--- src/rtl/cpu.sv ---
// Small 8-bit multicycle CPU: FETCH/DECODE/EXECUTE, four GPRs, RH:RL pair for MUL/DIV.
// Define CPU_MULDIV_EN to build the multiplier/divider (opcodes 20/21); otherwise they are NOPs.
module cpu #(
  parameter int unsigned RAM_SIZE = 16
) (
  input  logic                  clk,
  input  logic                  reset,
  input  logic [RAM_SIZE*32-1:0] ram,
  output logic [7:0]            flags,
  output logic [7:0]            al,
  output logic [7:0]            bl,
  output logic [7:0]            cl,
  output logic [7:0]            dl,
  output logic [15:0]           r_l_h,
  output logic [31:0]           ir,
  output logic [15:0]           clks,
  output logic [7:0]            pc,
  output logic [1:0]            state
);

  typedef enum logic [1:0] {
    StFetch   = 2'd0,
    StDecode  = 2'd1,
    StExecute = 2'd2,
    StHalt    = 2'd3
  } state_e;

  state_e      state_q, state_d;
  logic [7:0]  gpr_q [4];
  logic [7:0]  opa_q, opb_q, pc_q;
  logic [31:0] ir_q;
  logic [15:0] clks_q, rlh_q, rlh_d;
  logic        z_q, c_q, s_q, v_q, dz_q, hlt_q;
  logic        z_d, c_d, s_d, v_d, dz_d;

  logic [7:0]  opcode, alu_res, wr_val;
  logic [1:0]  dst, src;
  logic        imm_form, wr_en, alu_op, jump, halt_op;
  logic [8:0]  sum9, diff9;
  logic [31:0] fetch_word;

  assign opcode   = ir_q[31:24];
  assign dst      = ir_q[23:22];
  assign src      = ir_q[21:20];
  assign imm_form = (opcode == 8'h02) || (opcode == 8'h04) || (opcode == 8'h06) ||
                    (opcode == 8'h0A);
  assign sum9     = {1'b0, opa_q} + {1'b0, opb_q};
  assign diff9    = {1'b0, opa_q} - {1'b0, opb_q};

  // Words past the end of program memory read as NOP.
  always_comb begin
    fetch_word = '0;
    for (int i = 0; i < int'(RAM_SIZE); i++) begin
      if (pc_q == 8'(i)) fetch_word = ram[i*32 +: 32];
    end
  end

`ifdef CPU_MULDIV_EN
  logic [15:0] prod;
  logic [7:0]  quot, rem;
  assign prod = {8'h00, opa_q} * {8'h00, opb_q};
  assign quot = (opb_q == 8'h00) ? 8'hFF : opa_q / opb_q;
  assign rem  = (opb_q == 8'h00) ? opa_q : opa_q % opb_q;
`endif

  always_comb begin
    wr_en   = 1'b0;
    wr_val  = opb_q;
    alu_op  = 1'b0;
    alu_res = 8'h00;
    jump    = 1'b0;
    halt_op = 1'b0;
    z_d     = z_q;
    c_d     = c_q;
    s_d     = s_q;
    v_d     = v_q;
    dz_d    = dz_q;
    rlh_d   = rlh_q;
    case (opcode)
      8'h01, 8'h02: wr_en = 1'b1;
      8'h03, 8'h04: begin
        alu_op  = 1'b1;
        wr_en   = 1'b1;
        alu_res = sum9[7:0];
        c_d     = sum9[8];
        v_d     = (opa_q[7] == opb_q[7]) && (alu_res[7] != opa_q[7]);
      end
      8'h05, 8'h06, 8'h0A: begin
        alu_op  = 1'b1;
        wr_en   = (opcode != 8'h0A);
        alu_res = diff9[7:0];
        c_d     = diff9[8];
        v_d     = (opa_q[7] != opb_q[7]) && (alu_res[7] != opa_q[7]);
      end
      8'h07, 8'h08, 8'h09: begin
        alu_op  = 1'b1;
        wr_en   = 1'b1;
        alu_res = (opcode == 8'h07) ? (opa_q & opb_q) :
                  (opcode == 8'h08) ? (opa_q | opb_q) : (opa_q ^ opb_q);
        c_d     = 1'b0;
        v_d     = 1'b0;
      end
      8'h10: jump = 1'b1;
      8'h11: jump = z_q;
      8'h12: jump = !z_q;
      8'h13: jump = c_q;
`ifdef CPU_MULDIV_EN
      8'h20: begin
        rlh_d = prod;
        z_d   = (prod == 16'h0000);
        c_d   = (prod[15:8] != 8'h00);
        s_d   = 1'b0;
        v_d   = 1'b0;
        dz_d  = 1'b0;
      end
      8'h21: begin
        rlh_d = {rem, quot};
        z_d   = (opb_q != 8'h00) && (quot == 8'h00);
        dz_d  = (opb_q == 8'h00);
        c_d   = 1'b0;
        s_d   = 1'b0;
        v_d   = 1'b0;
      end
`endif
      8'hFF: halt_op = 1'b1;
      default: ;
    endcase
    if (alu_op) begin
      wr_val = alu_res;
      z_d    = (alu_res == 8'h00);
      s_d    = alu_res[7];
      dz_d   = 1'b0;
    end
  end

  always_comb begin
    state_d = state_q;
    case (state_q)
      StFetch:   state_d = StDecode;
      StDecode:  state_d = StExecute;
      StExecute: state_d = halt_op ? StHalt : StFetch;
      default:   state_d = StHalt;
    endcase
  end

  always_ff @(posedge clk) begin
    if (reset) begin
      state_q <= StFetch;
      for (int i = 0; i < 4; i++) gpr_q[i] <= 8'h00;
      opa_q  <= 8'h00;
      opb_q  <= 8'h00;
      pc_q   <= 8'h00;
      ir_q   <= 32'h0;
      clks_q <= 16'h0;
      rlh_q  <= 16'h0;
      z_q    <= 1'b0;
      c_q    <= 1'b0;
      s_q    <= 1'b0;
      v_q    <= 1'b0;
      dz_q   <= 1'b0;
      hlt_q  <= 1'b0;
    end else begin
      state_q <= state_d;
      if (state_q != StHalt) clks_q <= clks_q + 16'd1;
      case (state_q)
        StFetch:  ir_q <= fetch_word;
        StDecode: begin
          opa_q <= gpr_q[dst];
          opb_q <= imm_form ? ir_q[7:0] : gpr_q[src];
        end
        StExecute: begin
          if (wr_en) gpr_q[dst] <= wr_val;
          z_q   <= z_d;
          c_q   <= c_d;
          s_q   <= s_d;
          v_q   <= v_d;
          dz_q  <= dz_d;
          rlh_q <= rlh_d;
          if (halt_op) hlt_q <= 1'b1;
          else         pc_q  <= jump ? ir_q[7:0] : pc_q + 8'd1;
        end
        default: ;
      endcase
    end
  end

  assign flags = {hlt_q, 2'b00, dz_q, v_q, s_q, c_q, z_q};
  assign al    = gpr_q[0];
  assign bl    = gpr_q[1];
  assign cl    = gpr_q[2];
  assign dl    = gpr_q[3];
  assign r_l_h = rlh_q;
  assign ir    = ir_q;
  assign clks  = clks_q;
  assign pc    = pc_q;
  assign state = state_q;

endmodule

--- config.mk ---
export PLATFORM = sky130hd
export DESIGN_NAME = cpu
export DESIGN_NICKNAME = d
export VERILOG_FILES = /design/src/rtl/cpu.sv
export SDC_FILE = /design/constraint.sdc
export NUM_CORES = 1
export LEC_CHECK = 0
export ABC_AREA = 1
export CORE_AREA = 10 10 235 237
export CTS_BUF_LIST = sky130_fd_sc_hd__clkbuf_16
export DETAILED_ROUTE_END_ITERATION = 7
export DIE_AREA = 0 0 245 247
export DONT_BUFFER_PORTS = 1
export PLACE_DENSITY = 0.34
export SLEW_MARGIN = 10
export SYNTH_ARGS = -nofsm -noshare
export SYNTH_HDL_FRONTEND = slang
export SYNTH_SLANG_ARGS = --single-unit
--- constraint.sdc ---
create_clock -name clk -period 2.3 [get_ports clk]
set_input_delay 0.46 -clock clk [delete_from_list [all_inputs] [get_ports clk]]
set_output_delay 0.46 -clock clk [all_outputs]
set_load 0.01 [all_outputs]
==> results of run 1 <==
==> area by class of cell <==
cell class	instances	area, sq um
Antenna cell	15	37.5
Clock inverter	15	158
Clock buffer	17	425
Tap cell	680	851
Sequential cell	113	2620
Multi-Input combinational cell	1608	9540
Timing Repair Buffer	339	3180
Inverter	123	507
Fill cell	5706	33400
==> Yosys cell counts, types with 4 or more instances <==
library cell and count:
nand2_1 513, nor2_1 312, a21oi_1 249, nand3_1 137, inv_1 109, o21ai_0 94, dfxtp_1 81, or2_2 67
clkbuf_1 65, o21ai_1 43, edfxtp_1 32, buf_4 31, buf_2 30, ha_1 29, o211ai_1 28, nand4_1 14
inv_2 11, nor3_1 10, o22ai_1 9, a221oi_1 8, xor2_1 8, nor2_2 7, nand2_2 6, buf_1 5
buf_6 5, a31oi_1 4, a41oi_1 4, o221ai_1 4, or2_0 4
==> metrics by stage <==
stage               power [mW]  cell area [sq um]
detailed placement        5.60              14100
global placement          5.59              14100
global route              9.66              17300
floorplan                 4.03              11500
CTS                       8.77              16100
finish                    9.14              17300
==> flip-flops by register name, indices dropped and copies added, names as in the netlist, 2 cells and up, named ones only <==
register  flops
opa_q         8
gpr_q        32
clks         16
pc            8
opb_q         8
ir           32
state         2
==> repair_timing <==
item / CTS / global route
pin swaps: 102 / 164
endpoints found under the setup margin: 109 / 116
buffers inserted: 29 / 46
cloned: 4 / 1
gates resized for setup: 333 / 268
==> worst max-delay path: stages, from the launching register on <==
cell and delay [ns]:
dfxtp_2 0.34, inv_4 0.07, ha_4 0.13, inv_2 0.04
nor2_4 0.14, nand2_4 0.10, buf_12 0.14, buf_8 0.12
o21ai_2 0.14, o21ai_2 0.10, o21ai_4 0.10, nand2_2 0.09
nand2_2 0.09, nand2_1 0.08, o21ai_2 0.11, a21oi_2 0.08
o21bai_1 0.14, nand3_1 0.16, nand2_1 0.12, nand2_1 0.06
nand2_2 0.11, a21oi_2 0.07
==> kinds of logic after synthesis <==
| logic type | after synthesis | share of synthesized area [%] |
|---|---|---|
| AOI/OAI and AO/OA | 457 | 21.8 |
| xor gates and xnor gates | 11 | 0.848 |
| adders and majority gates | 31 | 3.54 |
| buffers and inverters | 260 | 10.3 |
| DFF | 113 | 22.7 |
| other | 1 | 0.0330 |
| and+or+nand+nor | 1088 | 40.7 |
==> how the worst max path moves through the flow <==
| stage | startpoint | to | slack [ns] | depth (start not counted) |
|---|---|---|---|---|
| 2_1_floorplan | opa_q[1]$_SDFFE_PP0N_ | gpr_q[2][7]$_SDFFCE_PN0P_ | -0.0001 | 18 |
| 3_3_place_gp | pc[1]$_SDFFE_PP0P_ | ir[6]$_SDFFE_PP0N_ | -0.85 | 21 |
| 3_5_place_dp | pc[1]$_SDFFE_PP0P_ | ir[6]$_SDFFE_PP0N_ | -0.86 | 21 |
| 4_1_cts | pc[1]$_SDFFE_PP0P_ | ir[6]$_SDFFE_PP0N_ | -0.41 | 21 |
| 5_1_grt | pc[1]$_SDFFE_PP0P_ | ir[31]$_SDFFE_PP0N_ | -0.56 | 23 |
| 6_report | pc[1]$_SDFFE_PP0P_ | ir[6]$_SDFFE_PP0N_ | -0.36 | 21 |
==> power breakdown <==
group,internal (mW),switching [mW]
Clock,1.60,1.10
Combinational,1.61,2.38
Sequential,2.20,0.258
==> routing by layer <==
layer,up-vias,share of wire (%),track usage (%)
met5,-,0.017,0
met4,2,2.0,6.12
met3,67,8.6,7.68
met2,600,49,41.7
met1,6872,41,29.0
li1,6945,-,-
==> run metrics, run 1 <==
status finished with violations; failing checks setup timing; Synth warnings 0; Worst Reg-to-Reg Cells 21; power density over cell area roughly 530 mW/mm^2; clk buf depth 2; overall global routing resource usage 24.3%; RSZ-0062 raised after global routing true; io pins ~630; worst r2r src pc[1]$_SDFFE_PP0P_; DP HPWL roughly 65 mm; I/O Buffers 0; capturing point of the worst reg2reg path ir[6]$_SDFFE_PP0N_; Site Rows 83; Area growth syn-to-layout 52.3%; Via Count 14486; Final Worst Setup Slack -0.360 ns; Final ANT Viol Nets 0; first-pass GRT wire length around 110 mm; fin util around 34%; layout cell share with drive strength beyond 1 between 30% and 40%; Final Hold Vio Count 0; DRT Wirelength roughly 78 mm; CORE AREA ~0.05 sq mm; initial antenna violation count 15; hold path start reset; hold crit path type in -> reg; Initial Util between 20% and 30%; clock skew around 0.0099 ns; fin. max-slew vios 0; number of CTS-inserted buffers 17; Final nets roughly 2700; largest net degree at the start of global routing between 60 and 70; global route overflow 0; DRC 0; Data arrival, critical path 2.96 ns; Iteration-0 DRC Markers between 700 and 800; R2R setup slack -0.36 ns; hold slack 0.0776 ns; Worst setup SP type register; Final GP Congestion roughly 0.99; fmax 376 MHz; syn_area_per_cell approximately 5.8 sq um; vias in the first global route 14288; max cap viols 0; clk sinks between 100 and 150; # H-tree levels 4; commonest non-fill, non-tap cell in the layout nand2_1; post-synth cell types slightly above 50; Top FF cell, synth dfxtp_1; Via density ~5.0; die footprint between 0.06 and 0.07 sq mm; kind of critical path reg -> reg; period utilization 116%; dpl ws -0.857 ns; clk slew on worst S/H paths 0.06 ns; Syn Inst Count 1961; asr flop ratio synth 0%; hold-critical path endpoint ir[19]$_SDFFE_PP0N_; Peak VDD IR around 0.53 mV; drt wl/cell 26.8 um; Slew headroom roughly 56%; final setup violation count 91; hold depth 1; Pre-antenna DRT Iters 5; leading area contributor after synthesis nand2_1; Inst Count DP ~2800; Seq/Total Area, Yosys ~23%; most frequent cells in the layout nand2_1 (376), nor2_1 (273), buf_4 (250); register bit count reported by yosys approximately 110; die height between 200 and 250 um; post-route minimum period around 2.7 ns; Setup TNS -17.51 ns; CTS tree built; Setup crit end kind register; Clock Latency Late Sink 0.44 ns; EDFF count, synth 32; Area contributors post-synth nand2_1 (17%), dfxtp_1 (14%), a21oi_1 (11%); crit-path max FO 5; worst-margin pin slew ~0.65 ns; WP data required ~2.6 ns; Post-CTS Hold Buffers 0; LEAKAGE 7.39 nW; synthesized area around 0.011 sq mm; fin cells ~2900; die width between 200 and 250 um; CTS root buffer clkbuf_16; Synth top area share between 10% and 20%
(Power assumes the default switching activity.)
==> inputs of run 2 (changes only) <==
--- a/config.mk
+++ b/config.mk
@@ -6,12 +6,13 @@
 export NUM_CORES = 1
 export LEC_CHECK = 0
 export ABC_AREA = 1
-export CORE_AREA = 10 10 235 237
+export CORE_AREA = 10 10 238 240
 export CTS_BUF_LIST = sky130_fd_sc_hd__clkbuf_16
 export DETAILED_ROUTE_END_ITERATION = 7
-export DIE_AREA = 0 0 245 247
+export DIE_AREA = 0 0 248 250
 export DONT_BUFFER_PORTS = 1
-export PLACE_DENSITY = 0.34
+export GPL_TIMING_DRIVEN = 0
+export PLACE_DENSITY = 0.32
 export SLEW_MARGIN = 10
 export SYNTH_ARGS = -nofsm -noshare
 export SYNTH_HDL_FRONTEND = slang
==> constraint.sdc (replaced) <==
create_clock -name clk -period 3.2 [get_ports clk]
set_input_delay 0.64 -clock clk [delete_from_list [all_inputs] [get_ports clk]]
set_output_delay 0.64 -clock clk [all_outputs]
set_load 0.01 [all_outputs]
==> run 2 against run 1 <==
  * The run now ends clean
  * Sequential share of layout area increased by 4.7 points
  * Via count decreased by 5.2%
  * Clock power decreased by 30%
  * Hold slack improved by 0.35 ns
  * Worst setup slack improved by 0.52 ns
  * First-iteration DRC count increased by 23%
  * Routed wire length increased by 1.6%
  * Maximum frequency decreased by 13%
  * Clock-buffer cell count unchanged
  * Flip-flop and latch count unchanged
  * Utilization decreased by 8.7 points
  * Critical path type unchanged
  * Largest power group unchanged
  * Highest routed layer unchanged
==> run metrics, run 2 (synthesis results as in run 1) <==
DP HPWL 68.9 mm (+5.7%); CTS tree built; Via density 5.06 (+1.6%); Via Count 13733 (-5.2%); vias in the first global route 13301 (-6.9%); clk buf depth 2 (unchanged); Final nets 2548 (-7.2%); die height 250 um (+1.2%); RSZ-0062 raised after global routing true; Peak VDD IR 0.404 mV (-25%); first-pass GRT wire length 107 mm (-0.60%); Final Worst Setup Slack 0.160 ns (+0.519 ns); io pins 628 (unchanged); Pre-antenna DRT Iters 7 (+2); Setup crit end kind register; worst-margin pin slew 0.944 ns (+0.290 ns); Final GP Congestion 0.955 (-3.2%); clock skew 0.0218 ns (+0.0119 ns); most frequent cells in the layout nand2_1 (507), nor2_1 (308), a21oi_1 (245); largest net degree at the start of global routing 17 (-73%); drt wl/cell 29.1 um (+8.8%); hold slack 0.432 ns (+0.354 ns); Initial Util 21.8% (-0.58 points); fin. max-slew vios 0 (unchanged); LEAKAGE 5.54 nW (-25%); DRC 0 (unchanged); fmax 329 MHz (-13%); overall global routing resource usage 24.1% (-0.24 points); power density over cell area 426 mW/mm^2 (-19%); die width 248 um (+1.2%); hold crit path type in -> reg; crit-path max FO 10 (+5); clk sinks 113 (unchanged); CORE AREA 0.0520 sq mm (+2.7%); WP data required 3.55 ns (+0.94 ns); number of CTS-inserted buffers 17 (unchanged); layout cell share with drive strength beyond 1 13.0% (-27 points); final setup violation count 0 (-100%); status completed; Clock Latency Late Sink 0.44 ns (about the same); DRT Wirelength 79.1 mm (+1.6%); commonest non-fill, non-tap cell in the layout nand2_1; I/O Buffers 0 (unchanged); Iteration-0 DRC Markers 964 (+23%); clk slew on worst S/H paths 0.06 ns (about the same); max cap viols 0 (unchanged); die footprint 0.0620 sq mm (+2.5%); Area growth syn-to-layout 16.4%; dpl ws -0.594 ns (+0.263 ns); CTS root buffer clkbuf_16; Site Rows 84 (+1.2%); global route overflow 0 (unchanged); Final ANT Viol Nets 0 (unchanged); kind of critical path reg -> reg; # H-tree levels 4 (unchanged); Slew headroom 36.6% (-20 points); Final Hold Vio Count 0 (unchanged); Data arrival, critical path 3.39 ns (+0.43 ns); Worst setup SP type register; initial antenna violation count 18 (+3); post-route minimum period 3.04 ns (+0.381 ns); period utilization 95.0% (-21 points); Post-CTS Hold Buffers 0 (unchanged)
## run 2: changes by cell type in the layout (fill, tap and decap cells not counted), sizes merged
cell      before  now
inv          126  125
clkbuf        18   83
clkinv         7    9
diode         15   12
nor2         324  323
nand3        139  138
clkinvlp       3    2
buf          338   76
## run 2: where the power goes
| part | leakage (nW) | internal (mW) | switching [mW] |
|---|---|---|---|
| clock network | 0.282 | 1.14 | 0.754 |
| logic | 4.26 | 0.572 | 1.36 |
| registers | 1.00 | 1.58 | 0.240 |
## run 2: layout make-up
class / count / area (sq um)
repair buffers: 5 / 50.0
diodes: 12 / 30.0
clock inverters: 15 / 144
inverters: 123 / 472
flip-flops and latches: 113 / 2620
fillers: 6078 / 38800
plain buffers: 137 / 739
clock buffers: 17 / 425
multi-input cells: 1606 / 7900
well taps: 688 / 861
## run 2: final timing paths
check | cells past startpoint | slack (ns) | end | startpoint
worst min register to register | 2 | 0.45 | hlt_q$_SDFFE_PP0P_ | hlt_q$_SDFFE_PP0P_
worst min-delay path | 2 | 0.43 | ir[6]$_SDFFE_PP0N_ | ram[486]
worst max register to register | 11 | 0.16 | ir[29]$_SDFFE_PP0N_ | pc[0]$_SDFFE_PP0P_
worst max-delay path | 11 | 0.16 | ir[29]$_SDFFE_PP0N_ | pc[0]$_SDFFE_PP0P_
## run 2: worst max-delay path, cell delays in order, from the launching register on
cell and delay (ns):
dfxtp_4 0.38, inv_1 0.16, ha_1 0.22, inv_1 0.12, nor3_1 0.79, clkbuf_1 0.54
a21oi_1 0.13, nand2_1 0.15, nand3_1 0.15, nand3_1 0.11, nand2_1 0.09, a21oi_1 0.12
## run 2: through the flow
stage | area [sq um] | utilization [%] | power (mW) | TNS [ns] | cells
final | 13200 | 25.4 | 5.64 | 0 | 2716
after global routing | 13200 | 25.4 | 5.95 | -0.0261 | 2713
after CTS | 13000 | 25.0 | 5.64 | 0 | 2700
after floorplan | 11400 | - | 2.88 | 0 | 1979
after detailed placement | 12300 | 23.6 | 3.70 | -30.69 | 2667
after global placement | 12300 | 23.6 | 3.69 | -32.54 | 2667
## run 2: timing repair
action                     CTS  global route
hold endpoints to repair     0             0
pin swaps                    3            10
gates resized for setup     37            59
setup endpoints to repair   86            94
buffers inserted             1             4
## run 2: layer usage
layer  part of all wire (%)  wire length [um]  vias to the layer above  GRT usage (%)
met1                     40             31400                     6499           27.8
met3                    9.3              7390                       70           7.74
li1                       -                 -                     6533              -
met5                  0.034                27                        -              0
met4                    1.8              1410                        4           4.86
met2                     49             38800                      627           42.4
